===== config.mk =====
export PLATFORM = sky130hd
export DESIGN_NAME = pwm_duty_capture
export DESIGN_NICKNAME = d
export VERILOG_FILES = /design/src/rtl/pwm_duty_capture_pkg.sv /design/src/rtl/pwm_tick_gen.sv /design/src/rtl/pwm_duty_capture.sv
export SDC_FILE = /design/constraint.sdc
export NUM_CORES = 1
export LEC_CHECK = 0
export CAP_MARGIN = 20
export CORE_ASPECT_RATIO = 0.8
export CORE_UTILIZATION = 51
export DETAILED_ROUTE_END_ITERATION = 6
export GPL_TIMING_DRIVEN = 0
export PLACE_DENSITY = 0.75
export SETUP_SLACK_MARGIN = 0.1
export SYNTH_ARGS = -nofsm -noshare
export SYNTH_HDL_FRONTEND = slang
export SYNTH_SLANG_ARGS = --single-unit
export TNS_END_PERCENT = 50

===== constraint.sdc =====
create_clock -name clk -period 1.95 [get_ports clk]
set_input_delay 0.195 -clock clk [delete_from_list [all_inputs] [get_ports clk]]
set_output_delay 0.195 -clock clk [all_outputs]
set_load 0.1 [all_outputs]

===== src/rtl/pwm_duty_capture_pkg.sv =====
// Shared widths and helpers for the PWM capture path.
package pwm_duty_capture_pkg;

  localparam int unsigned DUTY_W   = 10;
  localparam int unsigned PERIOD_W = 12;

  // Duty per LED segment of the 8-LED bar graph.
  function automatic int unsigned led_step(input int unsigned window);
    return window / 8;
  endfunction

endpackage


===== src/rtl/pwm_tick_gen.sv =====
// Prescaler producing a one-cycle strobe every TICKS_PER_US clock cycles.
module pwm_tick_gen #(
  parameter int unsigned TICKS_PER_US = 50
) (
  input  logic clk,
  input  logic rst_n,
  output logic tick_us
);

  localparam int unsigned CW = (TICKS_PER_US > 1) ? $clog2(TICKS_PER_US) : 1;
  localparam logic [CW-1:0] LastCnt = CW'(TICKS_PER_US - 1);

  logic [CW-1:0] cnt_q, cnt_d;

  assign tick_us = (cnt_q == LastCnt);

  always_comb begin
    cnt_d = tick_us ? '0 : cnt_q + CW'(1);
  end

  always_ff @(posedge clk or negedge rst_n) begin
    if (!rst_n) begin
      cnt_q <= '0;
    end else begin
      cnt_q <= cnt_d;
    end
  end

endmodule


===== src/rtl/pwm_duty_capture.sv =====
// Measures duty (high samples per window), rising-edge period and stuck-line
// status of an asynchronous PWM input, and drives a thermometer LED bar.
module pwm_duty_capture
  import pwm_duty_capture_pkg::*;
#(
  parameter int unsigned TICKS_PER_US   = 50,
  parameter int unsigned WINDOW         = 1000,
  parameter int unsigned PERIOD_TIMEOUT = 2000
) (
  input  logic                clk,
  input  logic                rst_n,
  input  logic                pwm_in,
  output logic [DUTY_W-1:0]   duty_data,
  output logic                duty_valid,
  output logic [PERIOD_W-1:0] period_us,
  output logic                period_valid,
  output logic                no_edge,
  output logic [7:0]          led_bar
);

  localparam logic [DUTY_W-1:0]   LastIdx = DUTY_W'(WINDOW - 1);
  localparam logic [PERIOD_W-1:0] Timeout = PERIOD_W'(PERIOD_TIMEOUT);
  localparam int unsigned         Step    = led_step(WINDOW);

  logic tick_us;

  pwm_tick_gen #(
    .TICKS_PER_US(TICKS_PER_US)
  ) u_tick_gen (
    .clk    (clk),
    .rst_n  (rst_n),
    .tick_us(tick_us)
  );

  // Two-flop synchronizer plus one history flop for edge detection.
  logic pwm_meta_q, pwm_s_q, pwm_prev_q;
  logic rise;

  always_ff @(posedge clk or negedge rst_n) begin
    if (!rst_n) begin
      pwm_meta_q <= 1'b0;
      pwm_s_q    <= 1'b0;
      pwm_prev_q <= 1'b0;
    end else begin
      pwm_meta_q <= pwm_in;
      pwm_s_q    <= pwm_meta_q;
      pwm_prev_q <= pwm_s_q;
    end
  end

  assign rise = pwm_s_q & ~pwm_prev_q;

  // Duty window
  logic [DUTY_W-1:0] idx_q, idx_d;
  logic [DUTY_W-1:0] high_q, high_d;
  logic [DUTY_W-1:0] duty_q, duty_d;
  logic              dvalid_q, dvalid_d;
  logic [DUTY_W-1:0] high_inc;

  assign high_inc = high_q + DUTY_W'(pwm_s_q);

  always_comb begin
    idx_d    = idx_q;
    high_d   = high_q;
    duty_d   = duty_q;
    dvalid_d = 1'b0;
    if (tick_us) begin
      if (idx_q == LastIdx) begin
        duty_d   = high_inc;
        dvalid_d = 1'b1;
        high_d   = '0;
        idx_d    = '0;
      end else begin
        high_d = high_inc;
        idx_d  = idx_q + DUTY_W'(1);
      end
    end
  end

  // Period measurement; an edge on a tick cycle drops that tick.
  logic [PERIOD_W-1:0] pcnt_q, pcnt_d;
  logic [PERIOD_W-1:0] pus_q, pus_d;
  logic [PERIOD_W-1:0] pcnt_inc;
  logic                pvalid_q, pvalid_d;
  logic                armed_q, armed_d;
  logic                no_edge_q, no_edge_d;

  assign pcnt_inc = pcnt_q + PERIOD_W'(1);

  always_comb begin
    pcnt_d    = pcnt_q;
    pus_d     = pus_q;
    pvalid_d  = 1'b0;
    armed_d   = armed_q;
    no_edge_d = no_edge_q;
    if (rise) begin
      pcnt_d = '0;
      if (armed_q) begin
        pus_d    = pcnt_q;
        pvalid_d = 1'b1;
      end else begin
        armed_d   = 1'b1;
        no_edge_d = 1'b0;
      end
    end else if (tick_us && (pcnt_q != Timeout)) begin
      pcnt_d = pcnt_inc;
      if (pcnt_inc == Timeout) begin
        no_edge_d = 1'b1;
        armed_d   = 1'b0;
        pus_d     = '0;
      end
    end
  end

  // LED bar follows duty_data one cycle later.
  logic [7:0] led_q, led_d;

  always_comb begin
    led_d = '0;
    for (int i = 0; i < 8; i++) begin
      led_d[i] = (32'(duty_q) >= (32'(i) + 32'd1) * Step);
    end
  end

  always_ff @(posedge clk or negedge rst_n) begin
    if (!rst_n) begin
      idx_q     <= '0;
      high_q    <= '0;
      duty_q    <= '0;
      dvalid_q  <= 1'b0;
      pcnt_q    <= '0;
      pus_q     <= '0;
      pvalid_q  <= 1'b0;
      armed_q   <= 1'b0;
      no_edge_q <= 1'b0;
      led_q     <= '0;
    end else begin
      idx_q     <= idx_d;
      high_q    <= high_d;
      duty_q    <= duty_d;
      dvalid_q  <= dvalid_d;
      pcnt_q    <= pcnt_d;
      pus_q     <= pus_d;
      pvalid_q  <= pvalid_d;
      armed_q   <= armed_d;
      no_edge_q <= no_edge_d;
      led_q     <= led_d;
    end
  end

  assign duty_data    = duty_q;
  assign duty_valid   = dvalid_q;
  assign period_us    = pus_q;
  assign period_valid = pvalid_q;
  assign no_edge      = no_edge_q;
  assign led_bar      = led_q;

endmodule


Word-level counts from Yosys, hierarchy flattened
Index checks and enable logic that the tools add are counted.
W data, S select, Z words.
- register bits after elaboration: 75
- latch bits: 0
- memory bits (writable): 0
- bits in read-only memories: 0
- input bits: 3
- output and inout port bits: 33
- word-level logic and storage cells: 61
- memories kept: 0
- add/sub/neg operators: 4
- $mul: 0
- divide/modulo/power cells: 0
- order comparisons: 8
- equality and inequality tests: 6
- shifts and indexed selects: 0
- multiplexer cells: 20
- bitwise operators: 2
- reductions and logical operators: 7
- operators by type and width (kind ; count):
    $mux W12 ; 6
    $ge A10 B10 Y1 const B ; 4
    $ge A10 B9 Y1 const B ; 2
    $mux W10 ; 2
    $add A12 B1 Y12 const B ; 1
    $eq A12 B11 Y1 const B ; 1
    $ne A12 B11 Y1 const B ; 1
    $mux W1 ; 11
    $add A10 B1 Y10 ; 1
    $add A10 B1 Y10 const B ; 1
    $eq A10 B10 Y1 const B ; 1
    $ge A10 B7 Y1 const B ; 1
    $ge A10 B8 Y1 const B ; 1
    $add A6 B1 Y6 const B ; 1
    $eq A6 B6 Y1 const B ; 1
    $mux W6 ; 1
    $reduce_and A3 Y1 ; 2
    $reduce_and A2 Y1 ; 2
    $reduce_bool A2 Y1 ; 2
    $ne A2 B1 Y1 const B ; 1
    $ne A2 B2 Y1 const B ; 1
    $and A1 B1 Y1 ; 1
    $logic_and A1 B1 Y1 ; 1
    $not A1 Y1 ; 1

Longest topological paths before layout
- depth in word-level cells: 5
- depth in mapped cells: 9
- mapped depth without buffers: 8

Cells and area by module
A second synthesis with hierarchy kept.
- cell total of the unflattened synthesis: 372
- area, all modules: 3634.7 um^2
- by module, submodules not included (module ; times used ; cells each ; area an instance (um^2) ; sequential area each (um^2)):
    pwm_duty_capture ; 1 ; 346 ; 3349.5 ; 1726.7
    pwm_tick_gen ; 1 ; 26 ; 285.3 ; 150.1

Worst setup path after synthesis
No wires, ideal clock.
- kind: reg-to-reg
- start: reg pcnt_q[0]
- end: reg pus_q[0] (netlist: period_us[0])
- library setup time: 133 ps
- arrival: 1966 ps
- data required time: 1817 ps
- path slack: -149 ps
- stages on the path, launching flop included: 8
- path buffers: 1
- clock period less this slack: 2099 ps
- path through: dfrtp_1 -> ha_1 -> nor3_1 -> a31oi_1 -> or4_4 -> nor4_4 -> buf_6 -> o22ai_2
- cells in the longest elaborated chain, start to end: 4
- elaborated cells between the ends (all ways): 9
- those cells by class: add/sub (1); eq/ne (2); mux (2); reduce/logical (4)
- RTL lines (what ; RTL line ; RTL):
    start, declared ; pwm_duty_capture.sv:81 ; logic [PERIOD_W-1:0] pcnt_q, pcnt_d;
    start signal, assigned ; pwm_duty_capture.sv:142 ; pcnt_q <= pcnt_d;
    $add A12 B1 Y12 or $ne A12 B11 Y1 (tied branches) ; pwm_duty_capture.sv:88, pwm_duty_capture.sv:105 ;
    $eq A12 B11 Y1 or $logic_and A1 B1 Y1 (tied branches) ; pwm_duty_capture.sv:107, pwm_duty_capture.sv:105 ;
    $reduce_bool A2 Y1 (no line) ; n/a ;
    $reduce_and A3 Y1 (no line) ; n/a ;
    end signal, assigned ; pwm_duty_capture.sv:143 ; pus_q <= pus_d;
    end, declared ; pwm_duty_capture.sv:82 ; logic [PERIOD_W-1:0] pus_q, pus_d;
Several ways; a longest one is shown, not always the timed one. The select of a mux whose other input is x is not followed.
A chain may end at the register's enable or synchronous reset.

Worst setup path in the final report
- start: reg pcnt_q[3]
- end: reg pus_q[0] (netlist: period_us[0])
- cells in the longest elaborated chain, start to end: 4
- elaborated cells between the ends (all ways): 7
- those cells by class: add/sub (1); eq/ne (2); reduce/logical (4)
- RTL lines (what ; RTL line):
    $add A12 B1 Y12 or $ne A12 B11 Y1 (tied branches) ; pwm_duty_capture.sv:88, pwm_duty_capture.sv:105
    $eq A12 B11 Y1 or $logic_and A1 B1 Y1 (tied branches) ; pwm_duty_capture.sv:107, pwm_duty_capture.sv:105
    $reduce_bool A2 Y1 (no line) ; n/a
    $reduce_and A3 Y1 (no line) * ; n/a
Mark *: on every way between the ends. The rest lies on a longest branch, timed or not.

==> out/results.txt <==
maximum buffer depth of the clock tree -> 2
worst-path cell chain -> buf_6 -> buf_4 -> and3_1 -> nand3_2 -> mux2i_1 -> a21oi_2 -> nor4_4 -> buf_6 -> o22ai_2
CP Max Fanout -> 5
flops & latches, synth -> 75
Syn Std Cell Area -> 3586 um2
EDFF count, synth -> 0
PD cells -> 638.5 nW/um2
routed wire length -> 8.147 mm
Data arrival, critical path -> 2.42 ns
largest net degree at the start of global routing -> 64
Clock Skews -> 0.01069 ns
cells after synthesis -> 372
internal power -> 2.297 mW
FMAX -> 454.8 MHz
DRC errors left -> 0
Leak Pwr -> 2.174 nW
vias per cell -> 5.553
power share of the clock group -> 44.4%
first-pass GRT wire length -> 13.73 mm
Reg-to-Reg Start -> pcnt_q[3]$_DFFE_PN0P_
Worst Hold Class -> primary input to asynchronous set/reset pin
Final Setup Violations -> 14
dominant cell type by area after synthesis -> dfrtp_1
Flop pwr share -> 53.1%
Clk Latency, worst-skew pair -> 0.36 ns
failing checks -> setup timing
Final ANT Viol Nets -> 0
clock-pin slew on the worst setup and hold paths -> 0.08 ns
run status -> finished, violations left
worst-margin pin slew -> 0.9812 ns
Max H-tree Level -> 3
total gr overflow -> 0
RD Place Congestion -> 0.8502
Buf/Inv on CP -> 3
Rel. slew slack -> 34.85%
Ant. Diodes -> 0
async set or reset register ratio after synthesis -> 100.0%
CORE AREA -> 6571 um2
commonest non-fill, non-tap cells in the layout -> 72 x dfrtp_1, 51 x nand2_1, 43 x nor2_1
Crit. Startpoint -> pcnt_q[3]$_DFFE_PN0P_
top_reg_cell synth -> dfrtp_1
overall power -> 2.939 mW
max cap viols -> 0
slowest CP cell -> nor4_4
area delta synth->final -> 28.37%
Worst setup SP type -> flop
Worst Setup End Kind -> flop
TritonCTS Sinks -> 75
Crit Path Class -> flop to flop
Layout Nets -> 457
layout cells sized above 1 -> 22.39%
Sw Share -> 21.84%
total CTS buffers -> 9
Initial Util -> 54.57%
die area -> 7373 um2
top cell type's share of synthesized area -> 52.34%
post-synthesis sequential area ratio -> 52.34%
Critical Path RT -> 2.17 ns
clock root cell -> clkbuf_8
synth unique cells -> 42
Net Switching -> 0.6418 mW
worst ir drop on vdd -> 0.4817 mV
I/O Buffers -> 35
setup ws final -> -0.2489 ns
wire length per cell -> 15.23 um
vias in the first global route -> 2,866
post-DP HPWL -> 4.956 mm
fin crit period -> 2.199 ns
Seq. cell area -> 1881 um2
max incr delay on CP -> 0.41 ns
first-pass iteration count of the detailed router -> 4
final core utilization -> 70.05%
Die Ht -> 77 um
initial antenna violation count -> 0
Ports -> 36
Logic pwr share -> 2.5%
Multi-input gate area -> 1719 um2
synthesized net count -> 383
CTS tree -> built
Synth warnings -> 0
period utilization -> 112.8%
final hold violation count -> 0
Die Wd -> 95.75 um
Layout fillers -> 499
cell mode on critical path -> buf_6
most area-consuming cells after synthesis -> dfrtp_1 52%, nand2_1 5.5%, nor2_1 4.7%
max-slew violations -> 0
most common library cell in the layout ignoring fill and taps -> dfrtp_1
post-synthesis average cell area -> 9.640 um2
Total GRT Usage -> 24.40%
detailed-route via count -> 2,971
RSZ-0062 raised after global routing -> true
Site Rows -> 26
drt first-iter violations -> 233
critical path's top delay family -> simple AND/OR/NAND/NOR gates
## through the flow
stage                     hold slack, ns  setup TNS (ns)  area [um2]  setup WS, ns  std cells
final                             0.2274          -3.004        4603       -0.2489        535
after global routing              0.2421          -4.517        4603       -0.3179        535
after global placement            0.3743         -145.82        4074        -2.178        491
after CTS                         0.2193          -1.728        4556       -0.1563        533
after floorplan                  -0.1006               0        3618       0.07170        372
after detailed placement         0.05846          -4.253        4099       -0.2654        492
## per-layer routing
layer	global-route usage [%]	wire length, um
met1	34.15	3897
met2	36.86	3659
met3	6.845	482
met4	7.015	107
met5	0	0
## power groups by stage
stage               logic (mW)  clock network (mW)  registers, mW
floorplan               0.0141                   0           1.60
global placement        0.0645                   0           1.59
detailed placement      0.0720                   0           1.59
CTS                     0.0745                1.34           1.56
global route            0.0820                1.40           1.56
finish                  0.0724                1.31           1.56
## logic make-up after synthesis
family                   count (synthesis)  synth area share [%]
adder cells (fa/ha/maj)                  8                 2.791
AO/OA/AOI/OAI                           73                 12.81
buffers and inverters                   24                 3.035
multiplexers                             4                 1.186
AND/OR/NAND/NOR                        164                 21.98
flip-flops                              75                 52.34
XOR/XNOR                                24                 5.862
## worst register-to-register path, stage by stage, from the launching register on
cell and delay [ns]:
dfrtp_1 0.38, buf_6 0.12, buf_4 0.14, and3_1 0.19, nand3_2 0.15, mux2i_1 0.30, a21oi_2 0.13, nor4_4 0.41
buf_6 0.20, o22ai_2 0.07
## worst paths after layout
check	to	slack [ns]	cells past startpoint
max in group asynchronous	pcnt_q[1]$_DFFE_PN0P_	1.16	3
setup / recovery	period_us[0]$_DFFE_PN0P_	-0.25	9
min in group clk	pwm_meta_q$_DFF_PN0_	0.28	1
hold reg to reg	pwm_s_q$_DFF_PN0_	0.38	0
setup reg to reg	period_us[0]$_DFFE_PN0P_	-0.25	9
hold / removal	idx_q[2]$_DFFE_PN0N_	0.23	2
## layout make-up
cell class,instances,share of cell area (%)
Sequential cell,75,40.85
Multi-Input combinational cell,273,37.35
Timing Repair Buffer,63,12.12
Clock buffer,10,2.772
Buffer,20,2.338
Tap cell,84,2.283
Clock inverter,6,1.957
Inverter,4,0.3262
## what timing repair did
action | CTS | global route
endpoints found under the hold margin | 75 | 0
pin swaps | 16 | 3
endpoints found under the setup margin | 86 | 34
resized for setup | 66 | 14
setup buffers | 23 | 2
gates cloned | 1 | 0
hold buffers | 1 | 0
## synthesized netlist by cell type, types with 2 or more instances
library cell and count:
a21o_1 3, a21oi_1 10, a31oi_1 6, and3_1 10, and4_1 2, buf_2 3, buf_6 2, clkbuf_1 15
dfrtp_1 75, ha_1 8, inv_1 4, mux2_2 2, mux2i_1 2, nand2_1 53, nand2b_1 12, nand3_1 17
nand4_1 7, nor2_1 45, nor2b_1 2, nor3_1 7, nor4_1 2, o21ai_0 28, o21ai_1 4, o21ai_2 6
o21bai_1 2, o22ai_2 2, o31ai_1 6, xnor2_1 10, xor2_1 14
## flip-flops by register name (all words and copies together) (netlist names), 6 cells and up
signal	count
high_q	10
period_us	12
u_tick_gen.cnt_q	6
pcnt_q	12
duty_data	10
idx_q	10
led_bar	8
Note: power is estimated with default switching activity, not from simulation.
